===== config.mk =====
export PLATFORM = sky130hd
export DESIGN_NAME = ascii_hex_parser32_flat
export DESIGN_NICKNAME = d
export VERILOG_FILES = /design/src/rtl/ascii_hex_parser32_if.sv /design/src/rtl/ascii_hex_parser32.sv /design/src/flat_wrapper.sv
export SDC_FILE = /design/constraint.sdc
export NUM_CORES = 1
export LEC_CHECK = 0
export CAP_MARGIN = 20
export CORE_MARGIN = 2
export CORE_UTILIZATION = 55
export DETAILED_ROUTE_END_ITERATION = 10
export PLACE_DENSITY_LB_ADDON = 0.05
export SETUP_SLACK_MARGIN = 0.1
export SLEW_MARGIN = 20
export SYNTH_ARGS = -nofsm -noshare
export SYNTH_HDL_FRONTEND = slang
export SYNTH_SLANG_ARGS = --single-unit

===== constraint.sdc =====
create_clock -name clk -period 4.6 [get_ports clk]
set_input_delay 1.15 -clock clk [delete_from_list [all_inputs] [get_ports clk]]
set_output_delay 1.15 -clock clk [all_outputs]
set_load 0.02 [all_outputs]

===== src/rtl/ascii_hex_parser32_if.sv =====
// Character-in / word-out handshake bundle for ascii_hex_parser32.
// slave = parser side, master = character source plus word consumer.
interface ascii_hex_parser32_if;
  logic [6:0]  char_in;
  logic        char_valid;
  logic        char_ready;
  logic [31:0] word_out;
  logic        word_valid;
  logic        word_ready;
  logic        error;
  logic [3:0]  col;

  modport slave (
    input  char_in,
    input  char_valid,
    output char_ready,
    output word_out,
    output word_valid,
    input  word_ready,
    output error,
    output col
  );

  modport master (
    output char_in,
    output char_valid,
    input  char_ready,
    input  word_out,
    input  word_valid,
    output word_ready,
    input  error,
    input  col
  );
endinterface


===== src/rtl/ascii_hex_parser32.sv =====
// Parses "HH-HH-HH-HH" ASCII text into a 32-bit word with valid/ready out.
// Define ASCII_HEX_LOWERCASE_EN to also accept 'a'..'f' as digits.
module ascii_hex_parser32 #(
  parameter logic [6:0] SEPARATOR = 7'h2D
) (
  input  logic              clk,
  input  logic              rst,
  ascii_hex_parser32_if.slave bus
);

  localparam int          WORD_CHARS = 11;
  localparam logic [3:0]  LAST_COL   = 4'(WORD_CHARS - 1);

  typedef enum logic {
    COLLECT = 1'b0,
    DONE    = 1'b1
  } state_t;

  state_t      state, state_n;
  logic [3:0]  col, col_n;
  logic [27:0] acc, acc_n;
  logic [31:0] word_q, word_n;
  logic        wvalid_q, wvalid_n;
  logic        err_q, err_n;

  logic        dig_ok;
  logic [3:0]  nib;
  logic        is_dig_col;
  logic        is_sep_col;
  logic        legal;

  // Decode the incoming character into a nibble, flagging non-hex codes.
  always_comb begin
    dig_ok = 1'b0;
    nib    = 4'h0;
    unique case (1'b1)
      (bus.char_in >= 7'h30 && bus.char_in <= 7'h39): begin
        dig_ok = 1'b1;
        nib    = 4'(bus.char_in - 7'd48);
      end
      (bus.char_in >= 7'h41 && bus.char_in <= 7'h46): begin
        dig_ok = 1'b1;
        nib    = 4'(bus.char_in - 7'd55);
      end
`ifdef ASCII_HEX_LOWERCASE_EN
      (bus.char_in >= 7'h61 && bus.char_in <= 7'h66): begin
        dig_ok = 1'b1;
        nib    = 4'(bus.char_in - 7'd87);
      end
`else
`endif
      default: ;
    endcase
  end

  // Classify the current column; 11..15 is neither kind, so always illegal.
  always_comb begin
    is_dig_col = 1'b0;
    is_sep_col = 1'b0;
    unique case (col)
      4'd0, 4'd1, 4'd3, 4'd4,
      4'd6, 4'd7, 4'd9, 4'd10: is_dig_col = 1'b1;
      4'd2, 4'd5, 4'd8:        is_sep_col = 1'b1;
      default: ;
    endcase
  end

  // A character is legal when it fits the kind of column it lands in.
  always_comb begin
    legal = (is_dig_col && dig_ok) ||
            (is_sep_col && bus.char_in == SEPARATOR);
  end

  // Next-state and datapath update for both FSM states.
  always_comb begin
    state_n  = state;
    col_n    = col;
    acc_n    = acc;
    word_n   = word_q;
    wvalid_n = wvalid_q;
    err_n    = 1'b0;
    unique case (state)
      COLLECT: begin
        if (bus.char_valid) begin
          if (!legal) begin
            err_n = 1'b1;
            col_n = 4'd0;
            acc_n = 28'h0;
          end else if (col == LAST_COL) begin
            word_n   = {acc, nib};
            wvalid_n = 1'b1;
            state_n  = DONE;
            col_n    = 4'd0;
            acc_n    = 28'h0;
          end else begin
            col_n = col + 4'd1;
            if (is_dig_col) acc_n = {acc[23:0], nib};
          end
        end
      end
      DONE: begin
        if (wvalid_q && bus.word_ready) begin
          wvalid_n = 1'b0;
          state_n  = COLLECT;
        end
      end
      default: begin
        state_n = COLLECT;
      end
    endcase
  end

  // State and datapath registers with synchronous reset.
  always_ff @(posedge clk) begin
    if (rst) begin
      state    <= COLLECT;
      col      <= 4'd0;
      acc      <= 28'h0;
      word_q   <= 32'h0;
      wvalid_q <= 1'b0;
      err_q    <= 1'b0;
    end else begin
      state    <= state_n;
      col      <= col_n;
      acc      <= acc_n;
      word_q   <= word_n;
      wvalid_q <= wvalid_n;
      err_q    <= err_n;
    end
  end

  assign bus.char_ready = (state == COLLECT);
  assign bus.word_out   = word_q;
  assign bus.word_valid = wvalid_q;
  assign bus.error      = err_q;
  assign bus.col        = col;

endmodule


===== src/flat_wrapper.sv =====
// flat-port wrapper written by rule: the top's interface ports become plain ports
module ascii_hex_parser32_flat 
#(
  parameter logic [6:0] SEPARATOR = 7'h2D
)
  (clk, rst, bus_char_in, bus_char_valid, bus_char_ready, bus_word_out, bus_word_valid, bus_word_ready, bus_error, bus_col);
  ascii_hex_parser32_if bus_i ();
  input  logic clk;
  input  logic rst;
  input wire logic [$bits(bus_i.char_in)-1:0] bus_char_in;
  input wire logic [$bits(bus_i.char_valid)-1:0] bus_char_valid;
  output wire logic [$bits(bus_i.char_ready)-1:0] bus_char_ready;
  output wire logic [$bits(bus_i.word_out)-1:0] bus_word_out;
  output wire logic [$bits(bus_i.word_valid)-1:0] bus_word_valid;
  input wire logic [$bits(bus_i.word_ready)-1:0] bus_word_ready;
  output wire logic [$bits(bus_i.error)-1:0] bus_error;
  output wire logic [$bits(bus_i.col)-1:0] bus_col;
  assign bus_i.char_in = bus_char_in;
  assign bus_i.char_valid = bus_char_valid;
  assign bus_char_ready = bus_i.char_ready;
  assign bus_word_out = bus_i.word_out;
  assign bus_word_valid = bus_i.word_valid;
  assign bus_i.word_ready = bus_word_ready;
  assign bus_error = bus_i.error;
  assign bus_col = bus_i.col;
  ascii_hex_parser32 #(.SEPARATOR(SEPARATOR)) u_core (.clk(clk), .rst(rst), .bus(bus_i));
endmodule

# [Word level (Yosys, flattened, before mapping)]
# Index checks and enable logic that the tools add are counted.
[totals] memories=0 ramBits=0 latch_bits=0 rom_bits=0 ff_bits=67 in_bits=11
[classes] n_bitwise=2 n_reduce_logical=15 multipliers=0 div_mod_pow=0 n_eq_ne=16 magnitude_cmp=4 shift=0 n_mux=20 n_addsub=3
[ops] operator="28-bit two-way mux" n=3
[ops] operator="4-bit by 3-bit equality test with 1-bit output (second input constant)" n=4
[ops] operator="4-bit equality test (second input constant)" n=3
[ops] operator="1-bit two-way mux" n=12
[ops] operator="4-bit by 2-bit equality test with 1-bit output (second input constant)" n=2
[ops] operator="4-bit two-way mux" n=2
[ops] operator="4-bit case mux with 2 select lines" n=1
[ops] operator="4-bit AND reduction" n=2
[ops] operator="8-bit OR reduction" n=1
[ops] operator="7-bit by 6-bit equality test with 1-bit output (second input constant)" n=1
[ops] operator="7-bit by 6-bit greater-or-equal comparator with 1-bit output (second input constant)" n=1
[ops] operator="7-bit greater-or-equal comparator (second input constant)" n=1
[ops] operator="7-bit by 6-bit <= comparator with 1-bit output (second input constant)" n=1
[ops] operator="7-bit <= comparator (second input constant)" n=1
[ops] operator="3-bit OR reduction" n=2
[ops] operator="1-bit logical AND" n=5
[ops] operator="4-bit by 1-bit adder with 4-bit output (second input constant)" n=1
[ops] operator="4-bit by 1-bit equality test with 1-bit output (second input constant)" n=1
[ops] operator="4-bit zero test" n=1
[ops] operator="2-bit by 1-bit inequality test with 1-bit output (second input constant)" n=2
[ops] operator="2-bit inequality test (second input constant)" n=2
[ops] operator="1-bit case mux with 2 select lines" n=2
[ops] operator="4-bit by 1-bit subtractor with 4-bit output (second input constant)" n=1
[ops] operator="4-bit by 3-bit subtractor with 4-bit output (second input constant)" n=1
[ops] operator="other kinds (6)" n=7

# [Logic depth before layout (Yosys ltp)]
# Gate-level depths: netlist of run 1.
[logic_depth] ltp_word=9 ltp_mapped=10

# [Worst setup path before layout of run 1]
# No wires, ideal clock.
[synth_path] kind="input to register" startpoint="in bus_char_in[1]" endpoint="reg u_core.word_q[10], in the netlist u_core.bus.word_out[10]" path_slack_ns=1.597 t_arrival_ns=2.876 setup_time_ns=0.128 cell_stages=10 path_buffers=3 path_cell_list="inv_1 > ha_1 > or4_4 > and3_4 > buf_6 > o2111a_1 > buf_6 > buf_12 > mux2i_1 > nor2_1"
[synth_via] elab_chain_len=7 word_cells_on_any_way=13
[synth_lines] element="from (decl)" line_no="flat_wrapper.sv:10" rtl="input wire logic [$bits(bus_i.char_in)-1:0] bus_char_in;"
[synth_lines] element="7-bit greater-or-equal comparator (tied with other cells)" line_no="ascii_hex_parser32.sv:41" rtl="(bus.char_in >= 7'h41 && bus.char_in <= 7'h46): begin"
[synth_lines] element="1-bit logical AND, on equally long branches" line_no="ascii_hex_parser32.sv:41, ascii_hex_parser32.sv:37"
[synth_lines] element="2-bit OR reduction (no line)"
[synth_lines] element="1-bit two-way mux" line_no="ascii_hex_parser32.sv:36" rtl="unique case (1'b1)"
[synth_lines] element="1-bit logical AND" line_no="ascii_hex_parser32.sv:70" rtl="legal = (is_dig_col && dig_ok) ||"
[synth_lines] element="1-bit logical OR *" line_no="ascii_hex_parser32.sv:70"
[synth_lines] element="4-bit AND reduction (no line) *"
[synth_lines] element="to (signal assigned)" line_no="ascii_hex_parser32.sv:126" rtl="word_q <= word_n;"
[synth_lines] element="to (decl)" line_no="ascii_hex_parser32.sv:22" rtl="logic [31:0] word_q, word_n;"
# Every way passes the cells marked *; elsewhere a longest branch is shown, timed or not.
# A chain may end at the register's enable or synchronous reset.

# [Final worst setup path of run 1]
[layout_path] startpoint="in bus_char_in[1]" endpoint="reg u_core.word_q[11], in the netlist u_core.bus.word_out[11]"
# Same word-level chain as after synthesis.

==> summary.md, run 1 <==
| Metric | Value |
|---|---|
| Global-route wire length before repair | ~8400 um |
| Area share of the largest cell type after synthesis | between 40% and 50% |
| Crit path cell chain | clkdlybuf4s50_1 > inv_1 > ha_1 > or4_4 > and3_4 > o2111a_2 > mux2i_1 > nor2_1 |
| Final HPWL DP | 3280 um |
| Clock insertion delay at the later pin of the skew report | between 300 and 400 ps |
| CP peak stage delay | slightly below 600 ps |
| Number of register bits inferred by synthesis | 67 |
| Number of buffers created by CTS | 9 |
| Cell with the largest stage delay on the worst path | sky130_fd_sc_hd__o2111a_2 |
| Critical path peak fanout | 37 |
| Leakage dissipation | ~1.2 nW |
| Sinks on the clock net | 67 |
| Top cells by area in the synthesized netlist | sky130_fd_sc_hd__dfxtp_1, sky130_fd_sc_hd__mux2i_1, sky130_fd_sc_hd__a22o_1 |
| Number of global-route vias before repair | roughly 1,800 |
| Post-Route Setup TNS | 0 ps |
| Area growth from synthesis to final layout | 23.7% |
| Hold_buf cts | 0 |
| Summed instance area of the synthesized netlist | 0.00272 mm^2 |
| Width of the chip | between 70 and 80 um |
| Number of nets still failing antenna checks after routing | 0 |
| # diodes | 0 |
| Routability Congestion | 0.802 |
| Async set-reset flop share out of synthesis | 0% |
| Die footprint | 0.00553 mm^2 |
| Count of final setup violators | 0 |
| Average via count per standard cell | 5.36 |
| Routed len/inst | 13.6 um |
| Average footprint of a synthesized cell | 10.6 um^2 |
| Post-CTS Setup Repair Bufs | 0 |
| Start-to-end type of the worst setup path | in2reg |
| Detailed router's first-iteration violation count | 67 |
| Worst R2R Start | u_core.bus.col[1] |
| Worst setup path startpoint | bus_char_in[1] |
| GRT overflow | 0 |
| Vertical extent of the die | 74.4 um |
| Number of gates resized after CTS | 0 |
| Synth Net Count | 271 |
| Distinct cell type count after synthesis | 42 |
| Sort of element at the end of the critical path | flip-flop |
| Clock-pin slew reported for the worst setup and hold paths after clock tree synthesis | about 70 ps |
| Pin count of the biggest net entering global routing | 46 |
| Row count | 25 |
| Result of the run | completed |
| Number of input and output port buffers inserted | between 40 and 50 |
| Core box area | approximately 0.0048 mm^2 |
| Launching element type of the critical path | input pin |
| Post-synthesis sequential area ratio | roughly half |
| Bufs on Longest Clock Path | 2 |
| Launch point of the worst hold path | u_core.acc[26] |
| Data arrival time of the critical path | approximately 3700 ps |
| Antenna violations before repair | 0 |
| Max-cap check violation count | 0 |
| Number of detailed-route iterations in the first pass | 4 |
| Highest attainable clock frequency | 0.284 GHz |
| Final cycle utilization of the critical path | about three quarters |
| Library cell used as clock root buffer | sky130_fd_sc_hd__clkbuf_8 |
| Class of the most critical hold timing path | reg2reg |
| Endpoints failing hold | 0 |
| Final Routed Wirelength | 5050 um |
| Most frequent cell after synthesis | sky130_fd_sc_hd__dfxtp_1 |
| Worst-Margin Slew | approximately 1000 ps |
| Post-synth top area cell | sky130_fd_sc_hd__dfxtp_1 |
| Clock tree from TritonCTS | yes |
| Overall via count from detail_route | just under 2,000 |
| Max rail drop VDD | 0.234 mV |
| Clock period minus final worst setup slack | 3520 ps |
| DRC violations left | 0 |
| Htree depth | 3 |
| Slew Limit Headroom | 31.6% |
| Pre-CTS worst setup slack | ~740 ps |
| Synth Instances | roughly 260 |
| Ranking of synthesized cells by instance count | sky130_fd_sc_hd__dfxtp_1, sky130_fd_sc_hd__nor2_1, sky130_fd_sc_hd__mux2i_1, sky130_fd_sc_hd__a22o_1, sky130_fd_sc_hd__nor2b_1 |
| Number of pins with negative max-slew slack in the final report | 0 |
| Number of synthesized flops with an enable pin | 0 |
| Dominant synthesized flop cell | sky130_fd_sc_hd__dfxtp_1 |
| Total global routing track utilization | 20.2% |
| Post-route worst setup slack | about 1100 ps |
| Share of final-layout standard cells stronger than drive strength 1 | 9.87% |
| Power density relative to cell area | between 300 and 400 mW/mm^2 |
| Initial cell density of the core | between 50% and 60% |
| Worst setup skew after layout | around 6.8 ps |
| Fillcell total | 395 |
| Number of I/O pins | 50 |
| Layout net count | between 300 and 400 |
| Count of yosys warnings during synthesis | 0 |
| Worst path required time | approximately 4800 ps |
| Setup repair after global routing missed its margin | no |
-- cell type report --
| cell class | instances | area (um^2) | share of cell area [%] |
|---|---|---|---|
| clock buffer | 11 | 151 | 4.49 |
| clock inverter | 5 | 60.1 | 1.78 |
| inverter | 3 | 11.3 | 0.334 |
| multi-input combinational | 167 | 1220 | 36.3 |
| sequential | 67 | 1340 | 39.8 |
| tap | 67 | 83.8 | 2.49 |
| timing repair buffer | 51 | 500 | 14.8 |
-- flip-flops by register name, indices dropped and copies added, names as in the netlist --
| signal | flops |
|---|---|
| u_core.bus.col | 4 |
| u_core.state | 1 |
| u_core.bus.error | 1 |
| u_core.bus.word_valid | 1 |
| u_core.acc | 28 |
| u_core.bus.word_out | 32 |
-- cell families after synthesis --
group | share of synthesized area, %
buf+inv | 6.02
compound gates | 17.8
simple gates | 13.5
mux | 11.1
flops | 49.2
fa+ha+maj | 1.79
xor+xnor | 0.643
-- cells in the final DEF (no fill, tap or decap), types with 4 or more instances in the layout --
| cell type | n |
|---|---|
| sky130_fd_sc_hd__nor2_1 | 40 |
| sky130_fd_sc_hd__dfxtp_1 | 67 |
| sky130_fd_sc_hd__a22o_1 | 25 |
| sky130_fd_sc_hd__nor2b_1 | 8 |
| sky130_fd_sc_hd__mux2i_1 | 29 |
| sky130_fd_sc_hd__nand2_1 | 7 |
| sky130_fd_sc_hd__clkdlybuf4s50_1 | 48 |
| sky130_fd_sc_hd__o21ai_0 | 5 |
| sky130_fd_sc_hd__a21oi_1 | 7 |
| sky130_fd_sc_hd__a22oi_1 | 4 |
| sky130_fd_sc_hd__clkbuf_8 | 11 |
-- through the flow --
| step | std cells | power, mW | util, % | hold WS (ps) | instance area [um^2] |
|---|---|---|---|---|---|
| finish | 371 | 1.13 | 70.9 | 478 | 3370 |
| global route | 371 | 1.17 | 70.9 | 523 | 3370 |
| CTS | 371 | 1.14 | 70.9 | 486 | 3370 |
| detailed placement | 355 | 0.638 | 66.4 | 468 | 3160 |
| global placement | 355 | 0.638 | 66.4 | 466 | 3160 |
| floorplan | 257 | 0.623 | - | 449 | 2720 |
-- routing by layer --
layer	GRT usage [%]	wire, um	up-vias
met5	0	0	-
met4	10.3	66	0
met3	5.56	221	5
met2	30.0	2390	52
met1	26.9	2370	919
li1	-	-	1014
-- critical path, delay by kind of cell --
| kind | cells | cell delay (ps) |
|---|---|---|
| AO/OA/AOI/OAI | 1 | 580 |
| adder cells (fa/ha/maj) | 1 | 210 |
| buffers and inverters | 2 | 640 |
| multiplexers | 1 | 320 |
| AND/OR/NAND/NOR | 3 | 800 |
-- power breakdown --
part / switching (mW) / leakage [nW] / internal (mW)
clock: 0.219 / 0.106 / 0.281
sequential: 0.000989 / 0.540 / 0.581
combinational: 0.0263 / 0.553 / 0.0170
total: 0.246 / 1.20 / 0.879
-- path summary, 6_finish.rpt --
kind | slack [ps] | end | depth (start not counted)
hold reg to reg | 480 | u_core.acc[26] | 1
hold / removal | 480 | u_core.acc[26] | 1
setup reg to reg | 1900 | u_core.bus.word_out[11] | 5
setup / recovery | 1080 | u_core.bus.word_out[11] | 8
Power figures use the tool's default switching activity.
==> run 2: changes to the inputs <==
- CORE_UTILIZATION: 55 -> 51
- clock period: 4.6 -> 3.29 ns (I/O delays scaled with it)
==> run 2 against run 1 <==
Compared with the run above: sequential cell count stayed put; largest power group unchanged; largest cell class unchanged; clock-buffer cell count is 1 lower; cell count is 2.2% higher; via count is 0.40% higher; clock skew fell by 0.73 ps; sequential share of layout area decreased by 0.95 points; wire length increased by 3.1%; utilization down 3.7 points; register-to-register slack worse by 840 ps; global-route usage fell by 1.9 points; die area is 7.4% higher; critical path type unchanged; combinational power increased by 48%.
==> summary.md, run 2 (synthesis gave the netlist of run 1 again) <==
| Metric | Value |
|---|---|
| Row count | 26 (+4.0%) |
| Commonest non-fill, non-tap cell in the layout | sky130_fd_sc_hd__dfxtp_1 |
| Data arrival time of the critical path | 3060 ps (-660 ps) |
| Final non-filler cell area | 0.00345 mm^2 (+2.4%) |
| Worst setup skew after layout | 6.07 ps (-0.731 ps) |
| Total global routing track utilization | 18.3% (-1.9 points) |
| Number of buffers created by CTS | 9 (unchanged) |
| Leading cell types in the layout, fill and taps excluded | sky130_fd_sc_hd__dfxtp_1, sky130_fd_sc_hd__clkdlybuf4s50_1, sky130_fd_sc_hd__nor2_1 |
| Worst R2R Path Depth | 6 (+1) |
| Launching element type of the critical path | input pin |
| Post-layout power | 1.69 mW (+50%) |
| Result of the run | completed |
| Endpoints failing hold | 0 (unchanged) |
| Share of final-layout standard cells stronger than drive strength 1 | 11.0% (+1.1 points) |
| Bufs on Longest Clock Path | 2 (unchanged) |
| Global-route wire length before repair | 8630 um (+2.5%) |
| Class of the most critical hold timing path | reg2reg |
| Highest attainable clock frequency | 0.351 GHz |
| Sort of element at the end of the critical path | flip-flop |
| Number of nets still failing antenna checks after routing | 0 (unchanged) |
| Timing endpoint of the critical path | u_core.bus.word_out[10] |
| Final cycle utilization of the critical path | about 87% |
| Critical path peak fanout | 18 (-51%) |
| Clock insertion delay at the later pin of the skew report | 340 ps (about the same) |
| Number of pins with negative max-slew slack in the final report | 0 (unchanged) |
| Number of gates resized after CTS | 0 (unchanged) |
| Core box area | 0.00514 mm^2 (+8.1%) |
| Die footprint | 0.00594 mm^2 (+7.4%) |
| Reg-to-reg slack, setup | 1060 ps (-840 ps) |
| Layout net count | 318 (+1.6%) |
| Worst path required time | 3500 ps (-1300 ps) |
| Start-to-end type of the worst setup path | in2reg |
| Vertical extent of the die | 77.1 um (+3.6%) |
| Worst-Margin Slew | 552 ps (-474 ps) |
| Overall via count from detail_route | 1,998 (+0.40%) |
| Leakage dissipation | 1.24 nW (+3.6%) |
| Sinks on the clock net | 67 (unchanged) |
| Clock-pin slew reported for the worst setup and hold paths after clock tree synthesis | 70 ps (about the same) |
| Number of I/O pins | 50 (unchanged) |
| Pin count of the biggest net entering global routing | 29 (-37%) |
| Max-cap check violation count | 0 (unchanged) |
| Clock period minus final worst setup slack | 2850 ps |
| Routed len/inst | 13.7 um (+0.97%) |
| Power density relative to cell area | 489 mW/mm^2 (+47%) |
| Post-CTS Setup Repair Bufs | 0 (unchanged) |
| DRC violations left | 0 (unchanged) |
| Routability Congestion | 0.773 (-3.6%) |
| Slew Limit Headroom | 63.2% (+32 points) |
| Area growth from synthesis to final layout | 26.8% |
| Width of the chip | 77.1 um (+3.6%) |
| Final Routed Wirelength | 5210 um (+3.1%) |
| Average via count per standard cell | 5.27 (-1.7%) |
| Worst R2R Start | u_core.bus.col[1] |
| Flip-flop count of the largest register after layout | 32 (unchanged) |
| GRT overflow | 0 (unchanged) |
| Max rail drop VDD | 0.499 mV (+110%) |
| Clock tree from TritonCTS | yes |
| Library cell used as clock root buffer | sky130_fd_sc_hd__clkbuf_8 |
| # diodes | 0 (unchanged) |
| Detailed router's first-iteration violation count | 104 (+55%) |
| Number of detailed-route iterations in the first pass | 4 (unchanged) |
| Number of input and output port buffers inserted | 49 (unchanged) |
| Post-Route Setup TNS | 0 ps (unchanged) |
| Htree depth | 3 (unchanged) |
| Final HPWL DP | 3490 um (+6.5%) |
| Count of final setup violators | 0 (unchanged) |
| Placed Area | 0.00321 mm^2 (+1.7%) |
| Setup repair after global routing missed its margin | no |
| Reg2Reg Capture Point | u_core.acc[25] |
| Number of global-route vias before repair | 1,713 (-2.2%) |
| Antenna violations before repair | 0 (unchanged) |
| Hold_buf cts | 0 (unchanged) |
| Initial cell density of the core | 53.0% (-4.3 points) |
| Worst setup path startpoint | bus_char_in[1] |
run 2: cell count changes in the layout (fill, tap and decap cells not counted), sizes merged:
cell / change
buf: +5
bufinv: +2
clkbuf: -1
clkinvlp: -1
run 2: cell type report:
class                      count  area (um^2)
clock inverter                 6          113
multi-input combinational    167         1220
clock buffer                  10          128
inverter                       3         11.3
sequential                    67         1340
tap                           70         87.6
fill                         433         1690
timing repair buffer          56          551
run 2: worst max-delay path, cell delays in order:
cell	delay [ps]
sky130_fd_sc_hd__clkdlybuf4s50_1	470
sky130_fd_sc_hd__inv_1	60
sky130_fd_sc_hd__ha_1	210
sky130_fd_sc_hd__or4_4	520
sky130_fd_sc_hd__and3_4	210
sky130_fd_sc_hd__o2111a_2	280
sky130_fd_sc_hd__buf_4	230
sky130_fd_sc_hd__mux2i_1	200
sky130_fd_sc_hd__nor2_1	60
run 2: routing by layer:
layer / wire length, um / track usage (%)
met5: 0 / 0
met4: 90 / 10.9
met3: 229 / 4.24
met2: 2200 / 23.8
met1: 2690 / 27.0
run 2: through the flow:
step	hold slack, ps	cells	utilization [%]	setup WS [ps]
2_1_floorplan	449	257	-	614
3_3_place_gp	464	363	62.5	128
3_5_place_dp	479	363	62.5	88.8
4_1_cts	494	379	67.2	446
5_1_grt	507	379	67.2	349
6_report	493	379	67.2	443
run 2: worst min-delay path by stage:
stage	start	endpoint	slack, ps	cells past startpoint
3_5_place_dp	u_core.acc[26]	u_core.acc[26]	480	1
2_1_floorplan	u_core.acc[24]	u_core.acc[24]	450	1
4_1_cts	u_core.acc[26]	u_core.acc[26]	490	1
3_3_place_gp	u_core.acc[24]	u_core.acc[24]	460	1
6_report	u_core.acc[26]	u_core.acc[26]	490	1
5_1_grt	u_core.acc[26]	u_core.acc[26]	510	1
run 2: report_power, final:
| group | internal [mW] | leakage (nW) | switching (mW) |
|---|---|---|---|
| Combinational | 0.0261 | 0.581 | 0.0380 |
| Clock | 0.506 | 0.121 | 0.307 |
| Sequential | 0.812 | 0.540 | 0.00153 |
